File: src/rtl/gpio_pkg.sv
// gpio_bank register map shared by the bank and its bench.
// No logic; offsets index the low nibble of the bus address.
package gpio_pkg;
   localparam int         REG_IDX_W = 4;
   localparam logic [3:0] REG_OUT   = 4'd0;
   localparam logic [3:0] REG_DIR   = 4'd1;
   localparam logic [3:0] REG_IN    = 4'd2;
   localparam logic [3:0] REG_SET   = 4'd3;
   localparam logic [3:0] REG_CLR   = 4'd4;
   localparam logic [3:0] REG_TGL   = 4'd5;
   localparam logic [3:0] REG_RISE  = 4'd6;
   localparam logic [3:0] REG_FALL  = 4'd7;
   localparam logic [3:0] REG_IFLAG = 4'd8;
endpackage

File: src/rtl/gpio_sync_edge.sv
// Pin-vector synchroniser, optional tick-sampled debounce (GPIO_DEBOUNCE_EN), edge detect.
// Latency: pin to o_in 2 cycles (+ up to 3 ticks debounced); no backpressure.
module gpio_sync_edge #(
   parameter int WIDTH = 8
) (
   input  logic             i_clk,
   input  logic             i_rst,
`ifdef GPIO_DEBOUNCE_EN
   input  logic             i_tick,
`endif
   input  logic [WIDTH-1:0] i_pin,
   output logic [WIDTH-1:0] o_in,
   output logic [WIDTH-1:0] o_rise,
   output logic [WIDTH-1:0] o_fall
);
   logic [WIDTH-1:0] r_s1, r_s2, r_p, w_f;

   always_ff @(posedge i_clk or posedge i_rst) begin
      if (i_rst) begin
         r_s1 <= '0;
         r_s2 <= '0;
      end else begin
         r_s1 <= i_pin;
         r_s2 <= r_s1;
      end
   end

`ifdef GPIO_DEBOUNCE_EN
   logic [WIDTH-1:0] r_h1, r_h2, r_f, w_stable;

   // A bit is accepted only once three consecutive tick samples agree.
   assign w_stable = ~(r_s2 ^ r_h1) & ~(r_h1 ^ r_h2);

   always_ff @(posedge i_clk or posedge i_rst) begin
      if (i_rst) begin
         r_h1 <= '0;
         r_h2 <= '0;
         r_f  <= '0;
      end else if (i_tick) begin
         r_h1 <= r_s2;
         r_h2 <= r_h1;
         r_f  <= (w_stable & r_s2) | (~w_stable & r_f);
      end
   end

   assign w_f = r_f;
`else
   assign w_f = r_s2;
`endif

   always_ff @(posedge i_clk or posedge i_rst) begin
      if (i_rst) r_p <= '0;
      else       r_p <= w_f;
   end

   assign o_in   = w_f;
   assign o_rise = w_f & ~r_p;
   assign o_fall = ~w_f & r_p;
endmodule

File: src/rtl/gpio_bank.sv
// NPORTS x WIDTH GPIO bank: set/clr/tgl writes, synchronised inputs, w1c edge flags (GPIO_DEBOUNCE_EN adds debounce).
// Latency: writes take effect next edge, rdata registered one cycle after re; no backpressure.
module gpio_bank
   import gpio_pkg::*;
#(
   parameter int NPORTS = 2,
   parameter int WIDTH  = 8
`ifdef GPIO_DEBOUNCE_EN
   ,
   parameter int DB_DIV = 16
`endif
) (
   input  logic                        i_clk,
   input  logic                        i_rst,
   input  logic [$clog2(NPORTS)+3:0]   i_addr,
   input  logic                        i_we,
   input  logic                        i_re,
   input  logic [WIDTH-1:0]            i_wdata,
   output logic [WIDTH-1:0]            o_rdata,
   input  logic [NPORTS*WIDTH-1:0]     i_pin,
   output logic [NPORTS*WIDTH-1:0]     o_pin,
   output logic [NPORTS*WIDTH-1:0]     o_pin_oe,
   output logic                        o_irq
);
   logic [7:0]                    w_port;
   logic [3:0]                    w_reg;
   logic [NPORTS-1:0][WIDTH-1:0]  w_rd_port;
   logic [NPORTS-1:0]             w_port_irq;
   logic [WIDTH-1:0]              w_rd_val;
   logic [WIDTH-1:0]              r_rdata;

   assign w_port = 8'(i_addr >> REG_IDX_W);
   assign w_reg  = i_addr[3:0];

`ifdef GPIO_DEBOUNCE_EN
   localparam int PW = (DB_DIV > 1) ? $clog2(DB_DIV) : 1;
   logic [PW-1:0] r_pre;
   logic          w_tick;

   assign w_tick = (r_pre == PW'(DB_DIV - 1));

   always_ff @(posedge i_clk or posedge i_rst) begin
      if (i_rst)       r_pre <= '0;
      else if (w_tick) r_pre <= '0;
      else             r_pre <= r_pre + 1'b1;
   end
`endif

   for (genvar p = 0; p < NPORTS; p++) begin : g_port
      logic             w_sel;
      logic [WIDTH-1:0] w_in, w_rise, w_fall, w_w1c, w_set_ev, w_rd_word;
      logic [WIDTH-1:0] r_out, r_dir, r_rise, r_fall, r_iflag;

      assign w_sel = (w_port == 8'(p));

      gpio_sync_edge #(.WIDTH(WIDTH)) u_sync (
         .i_clk  (i_clk),
         .i_rst  (i_rst),
`ifdef GPIO_DEBOUNCE_EN
         .i_tick (w_tick),
`endif
         .i_pin  (i_pin[p*WIDTH +: WIDTH]),
         .o_in   (w_in),
         .o_rise (w_rise),
         .o_fall (w_fall)
      );

      // Set term is ORed after the clear so a coincident event beats the w1c.
      assign w_set_ev = (w_rise & r_rise) | (w_fall & r_fall);
      assign w_w1c    = (i_we && w_sel && w_reg == REG_IFLAG) ? i_wdata : '0;

      always_ff @(posedge i_clk or posedge i_rst) begin
         if (i_rst) begin
            r_out   <= '0;
            r_dir   <= '0;
            r_rise  <= '0;
            r_fall  <= '0;
            r_iflag <= '0;
         end else begin
            r_iflag <= (r_iflag & ~w_w1c) | w_set_ev;
            if (i_we && w_sel) begin
               case (w_reg)
                  REG_OUT:  r_out  <= i_wdata;
                  REG_DIR:  r_dir  <= i_wdata;
                  REG_SET:  r_out  <= r_out | i_wdata;
                  REG_CLR:  r_out  <= r_out & ~i_wdata;
                  REG_TGL:  r_out  <= r_out ^ i_wdata;
                  REG_RISE: r_rise <= i_wdata;
                  REG_FALL: r_fall <= i_wdata;
                  default:  ;
               endcase
            end
         end
      end

      always_comb begin
         w_rd_word = '0;
         case (w_reg)
            REG_OUT:   w_rd_word = r_out;
            REG_DIR:   w_rd_word = r_dir;
            REG_IN:    w_rd_word = w_in;
            REG_RISE:  w_rd_word = r_rise;
            REG_FALL:  w_rd_word = r_fall;
            REG_IFLAG: w_rd_word = r_iflag;
            default:   w_rd_word = '0;
         endcase
      end

      assign w_rd_port[p]               = w_rd_word;
      assign w_port_irq[p]              = |r_iflag;
      assign o_pin[p*WIDTH +: WIDTH]    = r_out;
      assign o_pin_oe[p*WIDTH +: WIDTH] = r_dir;
   end

   always_comb begin
      w_rd_val = '0;
      for (int p = 0; p < NPORTS; p++) begin
         if (w_port == 8'(p)) w_rd_val = w_rd_port[p];
      end
   end

   always_ff @(posedge i_clk or posedge i_rst) begin
      if (i_rst)     r_rdata <= '0;
      else if (i_re) r_rdata <= w_rd_val;
   end

   assign o_rdata = r_rdata;
   assign o_irq   = |w_port_irq;
endmodule
File: config.mk
export PLATFORM = sky130hd
export DESIGN_NAME = gpio_bank
export DESIGN_NICKNAME = d
export VERILOG_FILES = /design/src/rtl/gpio_pkg.sv /design/src/rtl/gpio_sync_edge.sv /design/src/rtl/gpio_bank.sv
export SDC_FILE = /design/constraint.sdc
export NUM_CORES = 1
export LEC_CHECK = 0
export BUFFER_PORTS_ARGS = -buffer_cell sky130_fd_sc_hd__buf_2
export CAP_MARGIN = 20
export CORE_UTILIZATION = 40
export DETAILED_ROUTE_END_ITERATION = 6
export PLACE_DENSITY = 0.6
export SETUP_SLACK_MARGIN = 0.3
export SYNTH_ARGS = -nofsm -noshare
export SYNTH_HDL_FRONTEND = slang
export SYNTH_SLANG_ARGS = --single-unit
File: constraint.sdc
create_clock -name i_clk -period 8.5 [get_ports i_clk]
set_input_delay 0.425 -clock i_clk [delete_from_list [all_inputs] [get_ports i_clk]]
set_output_delay 0.425 -clock i_clk [all_outputs]
set_load 0.02 [all_outputs]
==> metrics.cfg <==
[clock_network]
clock-root-buffer = clkbuf_16
htree_levels = 4
cts_tree = built
post_cts_resized = 0
cts.path.max_buffers = 2
numCtsBuffers = 17
clkSlewWorstSetupHoldPaths_ps = 60
clock_latency_ps = 420
cts.sinks = 136
postCtsHoldBufs = 0
cts_setup_buffers = 0

[floorplanning]
coreArea_um2 = 16060
io_pins = 74
start_util_pct = 41.28
fp-row-count = 46
design.die.area_um2 = 17090
die_h_um = 130.7
die_w_um = 130.7

[grt]
antenna_found_initial = 1
grt_max_degree = 75
grt_pass1_wl_um = 27790
overflow = 0
grt.total_usage_pct = 22.60
grt_pass1_vias = 4933

[synth]
synthFlopType = dfrtp_1
synth_area_leaders = dfrtp_1 51%, mux2_2 11%, ha_1 6.0%, a22oi_1 4.1%, nand2_1 3.1%
syn_area_per_cell_um2 = 11.88
seq_area_frac_synth_pct = 51.34
async_flop_share_pct = 100.0
synth_top_area_share_pct = 51.34
synth_seq_cells = 136
syn_area_um2 = 6629
synth_warnings = 0
synth_edf_count = 0
synth_top_cell_by_area = dfrtp_1
synth_nets = 623
synth_common_cells = 136 x dfrtp_1, 63 x mux2_2, 55 x nand2_1, 36 x a22oi_1, 33 x o21ai_0
yosysMostFrequentCell = dfrtp_1
synth_cell_types = 57
synthCells = 558

[placement]
dp_hpwl_um = 12260
pre_cts_slack_ps = 5668
placed_cells = 822
port_buffers = 73
place_congestion = 0.9928

[route]
wire_per_inst_um = 21.21
viasPerCell = 5.740
first_pass_iters = 5
antenna_left = 0
vias = 4902
wirelength_um = 18120
drc = 0
drtIter0Drc = 391

[critical_path]
slowest_stage = nor4b_4
cp-end-kind = register
required_ps = 8800
worstSetupStartpointType = primary input
setup.worst_path.class = primary input to register
path_cells = buf_2, nor4b_4, and3_1, mux2_2
slowest_delay_ps = 670
reg2regPathDepth = 5
cp_max_fo = 32
arrival_ps = 2730

[final_layout]
multiInputGateArea_um2 = 2959
register_area_um2 = 3403
stdcell_count = 854
nNetsFinal = 690
drive_gt1_share_pct = 28.41
fillers = 1443
syn2layout_area_growth_pct = 16.40

[pwr]
power_uw = 1928
p_per_area_nw_per_um2 = 249.9
peakVddDrop_mv = 0.1445
leakage_uw = 0.003363

[timing]
period_minus_slack_ps = 2428
worst_slack_ps = 6072
hold_viol = 0
tightest_slew_ps = 981.5
rsz0062_at_grt = false
clock_skew_ps = 7.302
report.final.slew_viol_count = 0
setup_tns_ps = 0
max_freq_mhz = 411.8
setup_violations = 0
finalCritPeriodShare_pct = 28.57
relSlewSlack_pct = 34.43
holdWs_ps = 95.21

[worst_hold_path]
hold_path.class = primary input to asynchronous set/reset pin

[job]
drv_cap = 0

[outcome]
status = finished clean

[through the flow]
step	util, %	area [µm²]
2_1_floorplan	-	6629
3_3_place_gp	44.31	7116
3_5_place_dp	44.31	7116
4_1_cts	48.04	7714
5_1_grt	48.05	7716
6_report	48.05	7716
[cells by family after synthesis]
kind of cell | count (synthesis) | synth area share (%)
AO/OA/AOI/OAI | 148 | 16.18
flip-flops | 136 | 51.34
adder cells (fa/ha/maj) | 32 | 6.040
AND/OR/NAND/NOR | 123 | 11.44
multiplexers | 64 | 10.85
XOR/XNOR | 1 | 0.1321
buffers and inverters | 54 | 4.020
[flip-flops by register name, indices dropped and copies added, names as in the netlist]
name and cells:
g_port.r_dir 16, g_port.r_fall 16, g_port.r_iflag 16, g_port.r_out 16
g_port.r_rise 16, g_port.u_sync.o_in 16, g_port.u_sync.r_p 16, g_port.u_sync.r_s1 16
o_rdata 8
[critical path: cells and delay by family]
kind	cells	cell delay, ps
buf+inv	1	610
mux	1	410
simple gates	2	1270
[cell usage in the layout (no fill, tap or decap), drive strengths merged, types with 12 or more instances in the layout]
| cell type | Yosys | layout |
|---|---|---|
| a22oi | 36 | 36 |
| ha | 32 | 32 |
| o221ai | 16 | 16 |
| nand3b | 17 | 17 |
| buf | 17 | 74 |
| mux2 | 63 | 63 |
| nand2 | 55 | 55 |
| a21o | 13 | 13 |
| inv | 27 | 31 |
| nor2b | 12 | 12 |
| o21ai | 34 | 34 |
| dfrtp | 136 | 136 |
| a21oi | 12 | 12 |
| clkbuf | 9 | 18 |
[cell type report]
cell class	count	area share (%)
sequential	136	44.11
multi-input combinational	368	38.35
clock buffer	18	5.562
timing repair buffer	74	4.832
tap	216	3.503
clock inverter	13	2.189
inverter	28	1.427
antenna	1	0.03243
[power by group]
part	switching (µW)	leakage (µW)	internal (µW)
combinational	187	0.00145	143
sequential	104	0.00163	739
clock	292	0.000285	463
total	583	0.00336	1350
[per-layer routing]
layer	share of wire, %	track usage (%)
met1	43	29.64
met2	48	35.14
met3	6.4	5.863
met4	2.8	10.34
met5	0	0
[worst paths after layout]
| path | start | endpoint | slack, ps |
|---|---|---|---|
| max | i_addr[0] | g_port[1].r_dir[6]$_DFFE_PP0P_ | 6070 |
| min | i_rst | g_port[1].u_sync.r_s1[5]$_DFF_PP0_ | 100 |
| max reg2reg | g_port[1].r_out[4]$_DFFE_PP0P_ | g_port[1].r_out[4]$_DFFE_PP0P_ | 6920 |
| min reg2reg | g_port[1].u_sync.r_s1[7]$_DFF_PP0_ | g_port[1].u_sync.o_in[7]$_DFF_PP0_ | 350 |
| max in group asynchronous | i_rst | g_port[1].r_dir[1]$_DFFE_PP0P_ | 7120 |
| min in group i_clk | i_pin[1] | g_port[0].u_sync.r_s1[1]$_DFF_PP0_ | 100 |
Note: power is estimated with default switching activity, not from simulation.
